--- src/rtl/imem_loader_if.sv ---
// Byte-stream handshake plus instruction-memory write port between the image loader and its surroundings.
// master = the loader (consumes bytes, drives the IM write port); slave = the stream source / IM side.
interface imem_loader_if #(
    parameter int ADDR_W = 5
);
    logic [7:0]        byte_in;
    logic              byte_valid;
    logic              byte_ready;
    logic              im_we;
    logic [ADDR_W-1:0] im_waddr;
    logic [31:0]       im_wdata;

    modport master (
        input  byte_in,
        input  byte_valid,
        output byte_ready,
        output im_we,
        output im_waddr,
        output im_wdata
    );

    modport slave (
        output byte_in,
        output byte_valid,
        input  byte_ready,
        input  im_we,
        input  im_waddr,
        input  im_wdata
    );
endinterface

--- src/rtl/imem_loader.sv ---
// Instruction-memory loader: frames a byte stream into little-endian words, writes them to the IM and holds the core until loaded.
// Optional trailing XOR checksum byte is enabled by defining IMEM_LOADER_CHECKSUM_EN.
module imem_loader #(
    parameter int         ADDR_W    = 5,
    parameter logic [7:0] SYNC_BYTE = 8'hA5
) (
    input  logic              clk,
    input  logic              rst,
    imem_loader_if.master     bus,
    output logic              cpu_hold,
    output logic              done,
    output logic              error,
    output logic [ADDR_W:0]   words_loaded
);

    localparam int             MAX_WORDS = 2 ** ADDR_W;
    localparam logic [ADDR_W:0] ONE      = (ADDR_W + 1)'(1);

    typedef enum logic [2:0] {
        IDLE,
        LEN,
        DATA,
        WRITE,
        DONE,
`ifdef IMEM_LOADER_CHECKSUM_EN
        ERROR,
        CHK
`else
        ERROR
`endif
    } state_t;

    state_t            state_q, state_d;
    logic [ADDR_W:0]   n_q, n_d;
    logic [ADDR_W:0]   idx_q, idx_d;
    logic [1:0]        byte_idx_q, byte_idx_d;
    logic [23:0]       word_q, word_d;
    logic              im_we_q, im_we_d;
    logic [ADDR_W-1:0] im_waddr_q, im_waddr_d;
    logic [31:0]       im_wdata_q, im_wdata_d;
    logic              cpu_hold_q, cpu_hold_d;
    logic              done_q, done_d;
    logic              error_q, error_d;
    logic [ADDR_W:0]   words_loaded_q, words_loaded_d;
`ifdef IMEM_LOADER_CHECKSUM_EN
    logic [7:0]        chk_q, chk_d;
`endif

    logic accept;

    assign bus.byte_ready = !rst && (state_q != WRITE);
    assign accept         = bus.byte_valid && bus.byte_ready;

    assign bus.im_we      = im_we_q;
    assign bus.im_waddr   = im_waddr_q;
    assign bus.im_wdata   = im_wdata_q;
    assign cpu_hold       = cpu_hold_q;
    assign done           = done_q;
    assign error          = error_q;
    assign words_loaded   = words_loaded_q;

    always_comb begin
        state_d        = state_q;
        n_d            = n_q;
        idx_d          = idx_q;
        byte_idx_d     = byte_idx_q;
        word_d         = word_q;
        im_we_d        = 1'b0;
        im_waddr_d     = im_waddr_q;
        im_wdata_d     = im_wdata_q;
        cpu_hold_d     = cpu_hold_q;
        done_d         = done_q;
        error_d        = error_q;
        words_loaded_d = words_loaded_q;
`ifdef IMEM_LOADER_CHECKSUM_EN
        chk_d          = chk_q;
`endif

        case (state_q)
            IDLE: begin
                if (accept && bus.byte_in == SYNC_BYTE) state_d = LEN;
            end
            LEN: begin
                if (accept) begin
                    if (bus.byte_in == 8'd0 || int'(bus.byte_in) > MAX_WORDS) begin
                        state_d    = ERROR;
                        error_d    = 1'b1;
                        cpu_hold_d = 1'b1;
                    end else begin
                        state_d        = DATA;
                        n_d            = (ADDR_W + 1)'(bus.byte_in);
                        idx_d          = '0;
                        byte_idx_d     = '0;
                        words_loaded_d = '0;
`ifdef IMEM_LOADER_CHECKSUM_EN
                        chk_d          = '0;
`endif
                    end
                end
            end
            // Bytes 0..2 are parked in word_q; byte 3 completes the word straight into the write register.
            DATA: begin
                if (accept) begin
`ifdef IMEM_LOADER_CHECKSUM_EN
                    chk_d = chk_q ^ bus.byte_in;
`endif
                    byte_idx_d = byte_idx_q + 2'd1;
                    case (byte_idx_q)
                        2'd0: word_d[7:0]   = bus.byte_in;
                        2'd1: word_d[15:8]  = bus.byte_in;
                        2'd2: word_d[23:16] = bus.byte_in;
                        default: begin
                            state_d        = WRITE;
                            im_we_d        = 1'b1;
                            im_waddr_d     = idx_q[ADDR_W-1:0];
                            im_wdata_d     = {bus.byte_in, word_q};
                            words_loaded_d = words_loaded_q + ONE;
                        end
                    endcase
                end
            end
            WRITE: begin
                idx_d = idx_q + ONE;
                if (idx_q + ONE == n_q) begin
`ifdef IMEM_LOADER_CHECKSUM_EN
                    state_d    = CHK;
`else
                    state_d    = DONE;
                    done_d     = 1'b1;
                    cpu_hold_d = 1'b0;
`endif
                end else begin
                    state_d = DATA;
                end
            end
`ifdef IMEM_LOADER_CHECKSUM_EN
            CHK: begin
                if (accept) begin
                    if (bus.byte_in == chk_q) begin
                        state_d    = DONE;
                        done_d     = 1'b1;
                        cpu_hold_d = 1'b0;
                    end else begin
                        state_d    = ERROR;
                        error_d    = 1'b1;
                        cpu_hold_d = 1'b1;
                    end
                end
            end
`endif
            DONE: begin
                if (accept && bus.byte_in == SYNC_BYTE) begin
                    state_d    = LEN;
                    done_d     = 1'b0;
                    cpu_hold_d = 1'b1;
                end
            end
            ERROR: begin
                if (accept && bus.byte_in == SYNC_BYTE) begin
                    state_d = LEN;
                    error_d = 1'b0;
                end
            end
            default: state_d = IDLE;
        endcase
    end

    always_ff @(posedge clk) begin
        if (rst) begin
            state_q        <= IDLE;
            n_q            <= '0;
            idx_q          <= '0;
            byte_idx_q     <= '0;
            word_q         <= '0;
            im_we_q        <= 1'b0;
            im_waddr_q     <= '0;
            im_wdata_q     <= '0;
            cpu_hold_q     <= 1'b1;
            done_q         <= 1'b0;
            error_q        <= 1'b0;
            words_loaded_q <= '0;
`ifdef IMEM_LOADER_CHECKSUM_EN
            chk_q          <= '0;
`endif
        end else begin
            state_q        <= state_d;
            n_q            <= n_d;
            idx_q          <= idx_d;
            byte_idx_q     <= byte_idx_d;
            word_q         <= word_d;
            im_we_q        <= im_we_d;
            im_waddr_q     <= im_waddr_d;
            im_wdata_q     <= im_wdata_d;
            cpu_hold_q     <= cpu_hold_d;
            done_q         <= done_d;
            error_q        <= error_d;
            words_loaded_q <= words_loaded_d;
`ifdef IMEM_LOADER_CHECKSUM_EN
            chk_q          <= chk_d;
`endif
        end
    end

endmodule
--- src/flat_wrapper.sv ---
// flat-port wrapper written by rule: the top's interface ports become plain ports
module imem_loader_flat 
#(
    parameter int         ADDR_W    = 5,
    parameter logic [7:0] SYNC_BYTE = 8'hA5
)
  (clk, rst, cpu_hold, done, error, words_loaded, bus_byte_in, bus_byte_valid, bus_byte_ready, bus_im_we, bus_im_waddr, bus_im_wdata);
  imem_loader_if #(.ADDR_W(ADDR_W)) bus_i ();
  input  logic clk;
  input  logic rst;
  output logic cpu_hold;
  output logic done;
  output logic error;
  output logic [ADDR_W:0] words_loaded;
  input wire logic [$bits(bus_i.byte_in)-1:0] bus_byte_in;
  input wire logic [$bits(bus_i.byte_valid)-1:0] bus_byte_valid;
  output wire logic [$bits(bus_i.byte_ready)-1:0] bus_byte_ready;
  output wire logic [$bits(bus_i.im_we)-1:0] bus_im_we;
  output wire logic [$bits(bus_i.im_waddr)-1:0] bus_im_waddr;
  output wire logic [$bits(bus_i.im_wdata)-1:0] bus_im_wdata;
  assign bus_i.byte_in = bus_byte_in;
  assign bus_i.byte_valid = bus_byte_valid;
  assign bus_byte_ready = bus_i.byte_ready;
  assign bus_im_we = bus_i.im_we;
  assign bus_im_waddr = bus_i.im_waddr;
  assign bus_im_wdata = bus_i.im_wdata;
  imem_loader #(.ADDR_W(ADDR_W), .SYNC_BYTE(SYNC_BYTE)) u_core (.clk(clk), .rst(rst), .bus(bus_i), .cpu_hold(cpu_hold), .done(done), .error(error), .words_loaded(words_loaded));
endmodule
--- config.mk ---
export PLATFORM = sky130hd
export DESIGN_NAME = imem_loader_flat
export DESIGN_NICKNAME = d
export VERILOG_FILES = /design/src/rtl/imem_loader_if.sv /design/src/rtl/imem_loader.sv /design/src/flat_wrapper.sv
export SDC_FILE = /design/constraint.sdc
export NUM_CORES = 1
export LEC_CHECK = 0
export CORE_MARGIN = 10
export CORE_UTILIZATION = 60
export CTS_BUF_LIST = sky130_fd_sc_hd__clkbuf_8
export CTS_CLUSTER_DIAMETER = 100
export DETAILED_ROUTE_END_ITERATION = 6
export GPL_TIMING_DRIVEN = 0
export HOLD_SLACK_MARGIN = 0.03
export PLACE_DENSITY = 0.88
export SYNTH_ARGS = -nofsm -noshare
export SYNTH_HDL_FRONTEND = slang
export SYNTH_SLANG_ARGS = --single-unit
--- constraint.sdc ---
create_clock -name clk -period 2.6 [get_ports clk]
set_input_delay 0.52 -clock clk [delete_from_list [all_inputs] [get_ports clk]]
set_output_delay 0.52 -clock clk [all_outputs]
set_load 0.02 [all_outputs]
==> results by group, run 1 <==
Run status
  – Outcome: finished, final reports clean

CTS
  – CTS Root Cell: clkbuf_8
  – TritonCTS buffer count: 9
  – Hold buffers post-CTS: 0
  – Num Clock Sinks: 88
  – Skew-Pair Late Insertion Delay: 0.36 ns
  – Clock transition at the registers of the reported paths: 0.09 ns
  – Clock Path Buffers: 2
  – CTS tree: built
  – CTS H-tree lvls: 3
  – Postcts setup bufs: 0
  – # resized after CTS: 3

Synthesis
  – Largest cells by area after synthesis: dfxtp_1 47%, nand2_1 11%, a21oi_1 10%
  – Syn_nets: 484
  – Most frequent cell after synthesis: nand2_1
  – Cell taking the most area after synthesis: dfxtp_1
  – Post-synth top area share: 0.466
  – Sequential area share after synthesis: 0.466
  – Cells after synthesis: 467
  – Post-Syn Area: approximately 3800 um^2
  – Share of flip-flops with an asynchronous set or reset: 0
  – Avg Cell Area, Syn: 8.10 um^2
  – Post-synth cell types: 52
  – Ys flop type: dfxtp_1
  – Post-synth top cells: 115 x nand2_1, 88 x dfxtp_1, 78 x a21oi_1
  – FF+latch count, synth: 88
  – Synth warnings: 0
  – Post-synth EDFFs: 0

Setup path
  – CP endpoint kind: primary output
  – Worst Path Required: 2.08 ns
  – Crit Path Class: flip-flop to primary output
  – Worst-path maximum fanout: 10
  – Arrival time at the worst endpoint: between 1.5 and 2 ns
  – Type of origin of the critical path: flip-flop

Floorplanning
  – Core Rows: 28
  – Vert. Die Dim: slightly below 100 um
  – Core area: 6030 um^2
  – Die Wd: 99.4 um
  – Total die area: between 9000 and 10000 um^2
  – Initial Util: 0.628
  – Top Ports: 59

Power
  – Pwr/cell area: between 500 and 600 nW/um^2
  – Leakage power: 1.54 nW
  – Worst vdd ir: 0.000404 V

STA
  – Endpoints failing setup: 0
  – Fmax: 402 MHz
  – Final Max Slew Viols: 0
  – Minimum clock period: around 2.5 ns
  – Unrepaired setup endpoints after global routing: false
  – Setup Skew: 0.00560 ns
  – Tcrit/Tclk final: 0.958
  – Slew margin rel.: 0.624
  – PnR worst setup slack: 0.110 ns
  – Final Hold Vio Count: 0
  – Worst Tran Pin Value: between 0.5 and 0.6 ns

Finish
  – Nets@finish: about 550
  – Share of cells above drive strength 1: 0.0798
  – Fin area: about 4700 um^2
  – ANT cells: 0
  – Area delta synth->final: 23.4%

Detailed routing
  – Vias after detailed routing: approximately 3700
  – Initial DRC count: 314
  – DR DRC count: 0
  – Drt total wl: ~10 mm
  – Routed Antenna Nets: 0
  – Vias/cell: ~6
  – Routed length per instance: 16.6 um
  – Drt first pass iters: 5

Global routing
  – Global-route total usage across every layer: 0.205
  – Antenna violations before repair: 0
  – Residual overflow from global routing: 0
  – Largest net degree at the start of global routing: 17
  – First-pass GRT wire length: approximately 17 mm
  – Vias in the first global route: 3622

Placement
  – DPL Wire Length: 7.21 mm
  – Routability cong.: 0.893
  – IO Port Bufs: 58
  – Placed inst area: roughly 4500 um^2
  – Worst slack, placed: -0.559 ns

Hold path
  – Min-Delay Path Class: flip-flop to flip-flop

Job
  – Max-cap violations: 0
state kept, by name (all words and copies together), names as in the netlist:
signal               flops
u_core.cpu_hold          1
u_core.bus.im_wdata     32
u_core.n_q               6
u_core.words_loaded      6
u_core.byte_idx_q        2
u_core.done              1
u_core.bus.im_waddr      5
u_core.bus.im_we         1
u_core.error             1
u_core.idx_q             6
u_core.word_q           24
u_core.state_q           3
path summary, 6_finish.rpt:
path,slack [ns],cells past startpoint,start,end
hold reg to reg,0.46,2,u_core.bus.im_wdata[2],u_core.bus.im_wdata[2]
setup reg to reg,0.51,6,u_core.state_q[0],u_core.idx_q[5]
hold / removal,0.46,2,u_core.bus.im_wdata[2],u_core.bus.im_wdata[2]
setup / recovery,0.11,5,u_core.state_q[2],bus_byte_ready
logic make-up after synthesis:
| group | Yosys count | synth area share |
|---|---|---|
| DFF | 88 | 0.466 |
| xor gates and xnor gates | 9 | 0.0208 |
| adders and majority gates | 6 | 0.0198 |
| AOI/OAI and AO/OA | 123 | 0.197 |
| and+or+nand+nor | 203 | 0.244 |
| buffers and inverters | 38 | 0.0532 |
routing by layer:
metal	track usage	wire length, um	vias up
met2	0.341	4870	185
met5	0	0	-
li1	-	-	1745
met1	0.240	4060	1708
met4	0.0893	270	0
met3	0.0581	975	36
report_power, final:
part / internal (W) / switching [W] / total [W]
Combinational: 0.0000250 / 0.0000593 / 0.0000843
Sequential: 0.00135 / 0.0000000198 / 0.00135
Clock: 0.000543 / 0.000511 / 0.00105
Total: 0.00191 / 0.000571 / 0.00249
through the flow:
stage	util	hold WS, ns	TNS [ns]	power [W]	cells
floorplan	-	0.432	0	0.00141	467
global placement	0.740	0.441	-0.891	0.00146	600
detailed placement	0.740	0.446	-1.14	0.00146	600
CTS	0.775	0.458	0	0.00248	614
global route	0.775	0.477	0	0.00254	614
finish	0.775	0.458	0	0.00249	614
placed cells by master (no fill, tap or decap), types with 5 or more instances in the layout:
cell type        Yosys  layout
clkdlybuf4s50_1      0      57
buf_2               10      10
nand3_1             37      37
nor2_1              17      16
nand2b_1             7       7
clkbuf_1            13      11
dfxtp_1             88      88
nand2_1            115     115
xnor2_1              5       5
o31ai_1              6       6
a21oi_1             78      78
inv_1                5       5
ha_1                 6       6
o21ai_0             11      11
clkbuf_8             0       9
layout make-up:
cell class,instances,area (um^2)
Multi-Input combinational cell,341,1820
Sequential cell,88,1760
Fill cell,431,1360
Timing Repair Buffer,58,576
Buffer,31,176
Clock buffer,9,124
Tap cell,75,93.8
Clock inverter,6,91.3
Inverter,6,22.5
critical path, cell delays in order, from the launching register on:
cell and delay, ns:
dfxtp_1 0.34, buf_2 0.18, nand2b_1 0.20, nor2_2 0.28, nor2_1 0.07, clkdlybuf4s50_1 0.55
Note: power is estimated with default switching activity, not from simulation.
==> inputs of run 2 (changes only) <==
Settings changed: SETUP_SLACK_MARGIN from default to 0.3.
==> run 2 against run 1 <==
Sequential share of layout area decreased by 0.34 points. Via count increased by 0.79%. Die area unchanged. Global-route usage increased by 0.10 points. Clock power about the same. Setup slack improved by 0.27 ns. Clock-buffer cell count unchanged. Total power increased by 0.42%. Critical endpoint is now u_core.state_q[1]. Largest power group unchanged.
==> results by group, run 2 (synthesized netlist as in run 1, its figures left out) <==
Power
  – Combinational power share: 0.035
  – Pwr/cell area: ~530 nW/um^2
  – Clock share of power: 0.426
  – PnR Total Power: 0.00250 W
  – Switching Fraction: 0.232
  – Worst vdd ir: roughly 0.00040 V
  – Internal power: 0.00192 W
  – Switch Pwr: 0.000579 W
  – Leakage power: 1.58 nW
  – Seq pwr share: 0.539

Placement
  – Placed inst area: approximately 4500 um^2
  – DPL Wire Length: 7.21 mm
  – Routability cong.: 0.893
  – IO Port Bufs: 58
  – Post-Place Cells: 600

Detailed routing
  – Metal2 WL: 4.86 mm
  – Vias after detailed routing: 3703
  – Routed Antenna Nets: 0
  – Initial DRC count: 339
  – Routed length per instance: between 15 and 20 um
  – DR DRC count: 0
  – Drt total wl: approximately 10 mm
  – DR top layer: met4
  – Drt first pass iters: 5
  – Met1 Routed Length: around 4.2 mm
  – Vias/cell: 6.01
  – Met3 wire len: 972 um

CTS
  – Clock transition at the registers of the reported paths: 0.09 ns
  – CTS tree: built
  – CTS H-tree lvls: 3
  – Num Clock Sinks: 88
  – CTS Root Cell: clkbuf_8
  – Skew-Pair Late Insertion Delay: between 0.3 and 0.4 ns
  – TritonCTS buffer count: 9
  – Hold buffers post-CTS: 0
  – Clock Path Buffers: 2

Floorplanning
  – Vert. Die Dim: approximately 100 um
  – Core area: 6030 um^2
  – Top Ports: 59
  – Die Wd: 99.4 um
  – Total die area: 9880 um^2
  – Core Rows: 28
  – Initial Util: 0.628

Setup path
  – Crit Path Class: input pin to flip-flop
  – Arrival time at the worst endpoint: 2.51 ns
  – Type of origin of the critical path: input pin
  – Worst Path Required: roughly 2.9 ns
  – CP endpoint kind: flip-flop
  – FF-to-FF End: u_core.state_q[2]
  – Flop2flop setup slack: 0.53 ns
  – Reg2reg start: u_core.idx_q[0]
  – Path depth of the worst reg2reg path: 5
  – Worst-path maximum fanout: 7

STA
  – Endpoints failing setup: 0
  – Fmax: 451 MHz
  – Final Hold Vio Count: 0
  – Final Max Slew Viols: 0
  – Minimum clock period: roughly 2.2 ns
  – Unrepaired setup endpoints after global routing: false
  – Tcrit/Tclk final: 0.853
  – Worst Tran Pin Value: ~0.55 ns
  – Setup Skew: 0.00629 ns
  – Slew margin rel.: 0.631

Finish
  – Nets@finish: 554
  – Final cell count without fillers: 616
  – ANT cells: 0
  – Max FFs per register: 32
  – Commonest non-fill, non-tap cells in the layout: 115 x nand2_1, 88 x dfxtp_1, 78 x a21oi_1
  – Finished Core Util: 0.782
  – Fin area: 4710 um^2
  – Share of cells above drive strength 1: 0.0850
  – Commonest non-fill, non-tap cell in the layout: nand2_1
  – Fillers: 419
  – Area delta synth->final: 24.5%

Global routing
  – Global-route total usage across every layer: 0.206
  – Vias in the first global route: 3640
  – First-pass GRT wire length: about 17 mm
  – Residual overflow from global routing: 0
  – Antenna violations before repair: 0
  – Largest net degree at the start of global routing: 16

Job
  – Max-cap violations: 0

Hold path
  – Hold Path Sink: u_core.word_q[9]
  – Hold wc startpoint: u_core.word_q[9]
  – Worst hold path stage count: 2
  – Min-Delay Path Class: flip-flop to flip-flop

Run status
  – Outcome: finished, final reports clean
run 2: cell count changes in the layout (fill, tap and decap cells not counted), moves of 2 or more:
cell             delta
dlygate4sd2_1       +2
dlymetal6s2s_1      +2
clkdlybuf4s50_1     -3
clkbuf_2            -2
run 2: cell type report:
class / count / area [um^2] / share of cell area
tap: 75 / 93.8 / 0.0199
clock buffer: 9 / 124 / 0.0263
inverter: 6 / 22.5 / 0.00478
multi-input combinational: 341 / 1830 / 0.389
clock inverter: 6 / 91.3 / 0.0194
timing repair buffer: 59 / 591 / 0.125
buffer: 32 / 193 / 0.0409
sequential: 88 / 1760 / 0.374
run 2: per-stage QoR:
step                      hold slack [ns]  worst slack (ns)  TNS [ns]
after global placement              0.441            -0.522    -0.891
after detailed placement            0.446            -0.559     -1.14
after floorplan                     0.432             0.842         0
after CTS                           0.458             0.332         0
final                               0.459             0.383         0
after global routing                0.477             0.289         0
run 2: worst max-delay path by stage:
stage,start,endpoint,depth (start not counted)
global placement,rst,bus_byte_ready,5
floorplan,u_core.idx_q[0],u_core.state_q[1],5
CTS,u_core.state_q[2],bus_byte_ready,5
global route,bus_byte_in[4],u_core.byte_idx_q[0],7
detailed placement,rst,bus_byte_ready,5
finish,bus_byte_in[5],u_core.state_q[1],6
run 2: timing repair:
| action | in CTS | in global routing |
|---|---|---|
| setup buffers | 0 | 1 |
| pin swaps | 0 | 1 |
| endpoints found under the hold margin | 0 | 0 |
| gates resized for setup | 9 | 4 |
| setup endpoints to repair | 6 | 14 |
run 2: power groups by stage:
stage	clock, W	combinational, W	sequential (W)
3_5_place_dp	0	0.0000823	0.00138
5_1_grt	0.00110	0.0000900	0.00135
6_report	0.00106	0.0000869	0.00135
2_1_floorplan	0	0.0000359	0.00138
4_1_cts	0.00105	0.0000836	0.00135
3_3_place_gp	0	0.0000815	0.00138
run 2: critical path: stages:
cell	delay, ns
clkdlybuf4s50_1	0.73
nor4bb_1	0.44
nand4_1	0.26
o311ai_1	0.22
nand3_1	0.18
o21ai_1	0.16
run 2: metal layers:
metal,up-vias,track usage
li1,1749,-
met1,1742,0.241
met2,177,0.341
met3,35,0.0595
met4,0,0.0937
met5,-,0
==> RTL edit, RTL diff (config.mk and constraints of run 1) <==
Add a define of `IMEM_LOADER_CHECKSUM_EN`.
--- a/src/rtl/imem_loader.sv
+++ b/src/rtl/imem_loader.sv
@@ -2,2 +2,4 @@
 // Optional trailing XOR checksum byte is enabled by defining IMEM_LOADER_CHECKSUM_EN.
+`define IMEM_LOADER_CHECKSUM_EN
+
 module imem_loader #(
Formal check against the unedited RTL: not equivalent (Yosys sat finds a counterexample within 10 cycles, from zero or initial values and one cycle with rst high).
==> RTL edit against run 1 <==
  * Count of clock-buffer cells in the layout is 1 higher
  * Global-route usage is 0.78 points lower
  * Power is 2.6% higher
  * Worst setup slack worse by 0.024 ns
  * Cell area is 8.9% higher
  * Synthesized area is 13% higher
  * Sequential cell count is 8 higher
  * Wire length is 5.5% higher
  * Critical endpoint unchanged
==> RTL edit: results (changes against run 1) <==
metric,value,unit,change
grt_pass1_wl,18130,um,+6.6%
p_leak,1.732,nW,+12%
io_buffer_count,50,,-14%
place_congestion,0.8763,,-1.8%
cp_data_arrival_time,1.99,ns,+0.02 ns
drt_iter0_markers,412,,+31%
cts_buffers,9,,unchanged
place_area,0.004881,mm^2,+9.5%
routedWlPerCell,15.68,um,-5.4%
fin_skew,0.01218,ns,+0.006571 ns
wirelength_met1,4692,um,+16%
status,finished clean,,
fillers,554,,+29%
crit_fanout,19,,+9
ys_seq_area_frac,0.4511,,-0.01451
grt_use_total,0.1970,,-0.007840
routed-via-count,3923,,+6.8%
dp_hpwl,7536,um,+4.5%
timing.max_slew.rel_slack,0.4694,,-0.1546
grt_max_degree,20,,+3
vdd_drop_max,327.8,uV,-19%
hold_path.class,input pin to flip-flop,,
firstDrtPassIters,6,,+1
wl_met3,685,um,-30%
sw_frac_of_total,0.2562,,+0.02657
syn-num-nets,541,,+12%
synth_area_leaders,"dfxtp_1, nand2_1, a21oi_1",,
first_global_vias,3653,,+0.86%
ys_warn_count,0,,unchanged
## RTL edit: cell count changes in the layout (fill, tap and decap cells not counted), sizes merged, moves of 6 or more
cell           delta
a31oi            +10
clkbuf            +7
clkdlybuf4s50     -8
dfxtp             +8
inv               +7
mux2i             +7
nand2b            -6
nor2              +7
nor3              +7
o21ai             +6
xor2             +11
## RTL edit: worst paths after layout
path	slack, ns	cells after the start	startpoint	end
max reg2reg	0.55	10	u_core.state_q[0]$_SDFFE_PP0P_	u_core.bus.im_wdata[25]$_SDFFE_PP0P_
min	0.43	3	bus_byte_in[3]	u_core.bus.im_wdata[27]$_SDFFE_PP0P_
max	0.09	5	rst	bus_byte_ready
min reg2reg	0.46	2	u_core.bus.im_wdata[17]$_SDFFE_PP0P_	u_core.bus.im_wdata[17]$_SDFFE_PP0P_
## RTL edit: what timing repair did
action | CTS | global route
setup buffers | 0 | 0
gates resized for setup | 5 | 1
setup endpoints to repair | 1 | 10
## RTL edit: cell families after synthesis
kind of cell / synth area share
compound gates: 0.1836
xor+xnor: 0.03701
fa+ha+maj: 0.01762
buf+inv: 0.06343
flops: 0.4511
mux: 0.01645
simple gates: 0.2308
## RTL edit: critical path, cell delays in order
cell	delay, ns
clkdlybuf4s50_1	0.50
clkbuf_2	0.23
clkbuf_4	0.32
nor2_1	0.09
dlygate4sd2_1	0.33
## RTL edit: metrics by stage
step	worst slack, ns	utilization	std cells
floorplan	0.5631	-	524
global placement	-0.7604	0.7145	670
detailed placement	-0.7828	0.7145	670
CTS	0.1214	0.7440	685
global route	0.02617	0.7443	685
finish	0.08565	0.7443	685
## RTL edit: layer usage
layer / global-route usage / vias up
met5: 0 / -
met4: 0.07157 / 0
met3: 0.03903 / 16
met2: 0.3218 / 148
met1: 0.2503 / 1856
li1: - / 1903
## RTL edit: layout make-up
type / count / area, um^2 / area share
clock inverters: 6 / 61.31 / 0.01206
clock buffers: 10 / 137.6 / 0.02707
inverters: 12 / 45.04 / 0.008858
repair buffers: 50 / 499.2 / 0.09818
plain buffers: 41 / 226.5 / 0.04454
multi-input cells: 374 / 2073 / 0.4077
well taps: 96 / 120.1 / 0.02362
flip-flops and latches: 96 / 1922 / 0.3780
## RTL edit: power groups by stage
| stage | clock (mW) | sequential (mW) | combinational [mW] |
|---|---|---|---|
| 2_1_floorplan | 0 | 1.50 | 0.0717 |
| 3_3_place_gp | 0 | 1.50 | 0.102 |
| 3_5_place_dp | 0 | 1.50 | 0.103 |
| 4_1_cts | 0.977 | 1.47 | 0.103 |
| 5_1_grt | 1.04 | 1.47 | 0.113 |
| 6_report | 0.975 | 1.47 | 0.106 |
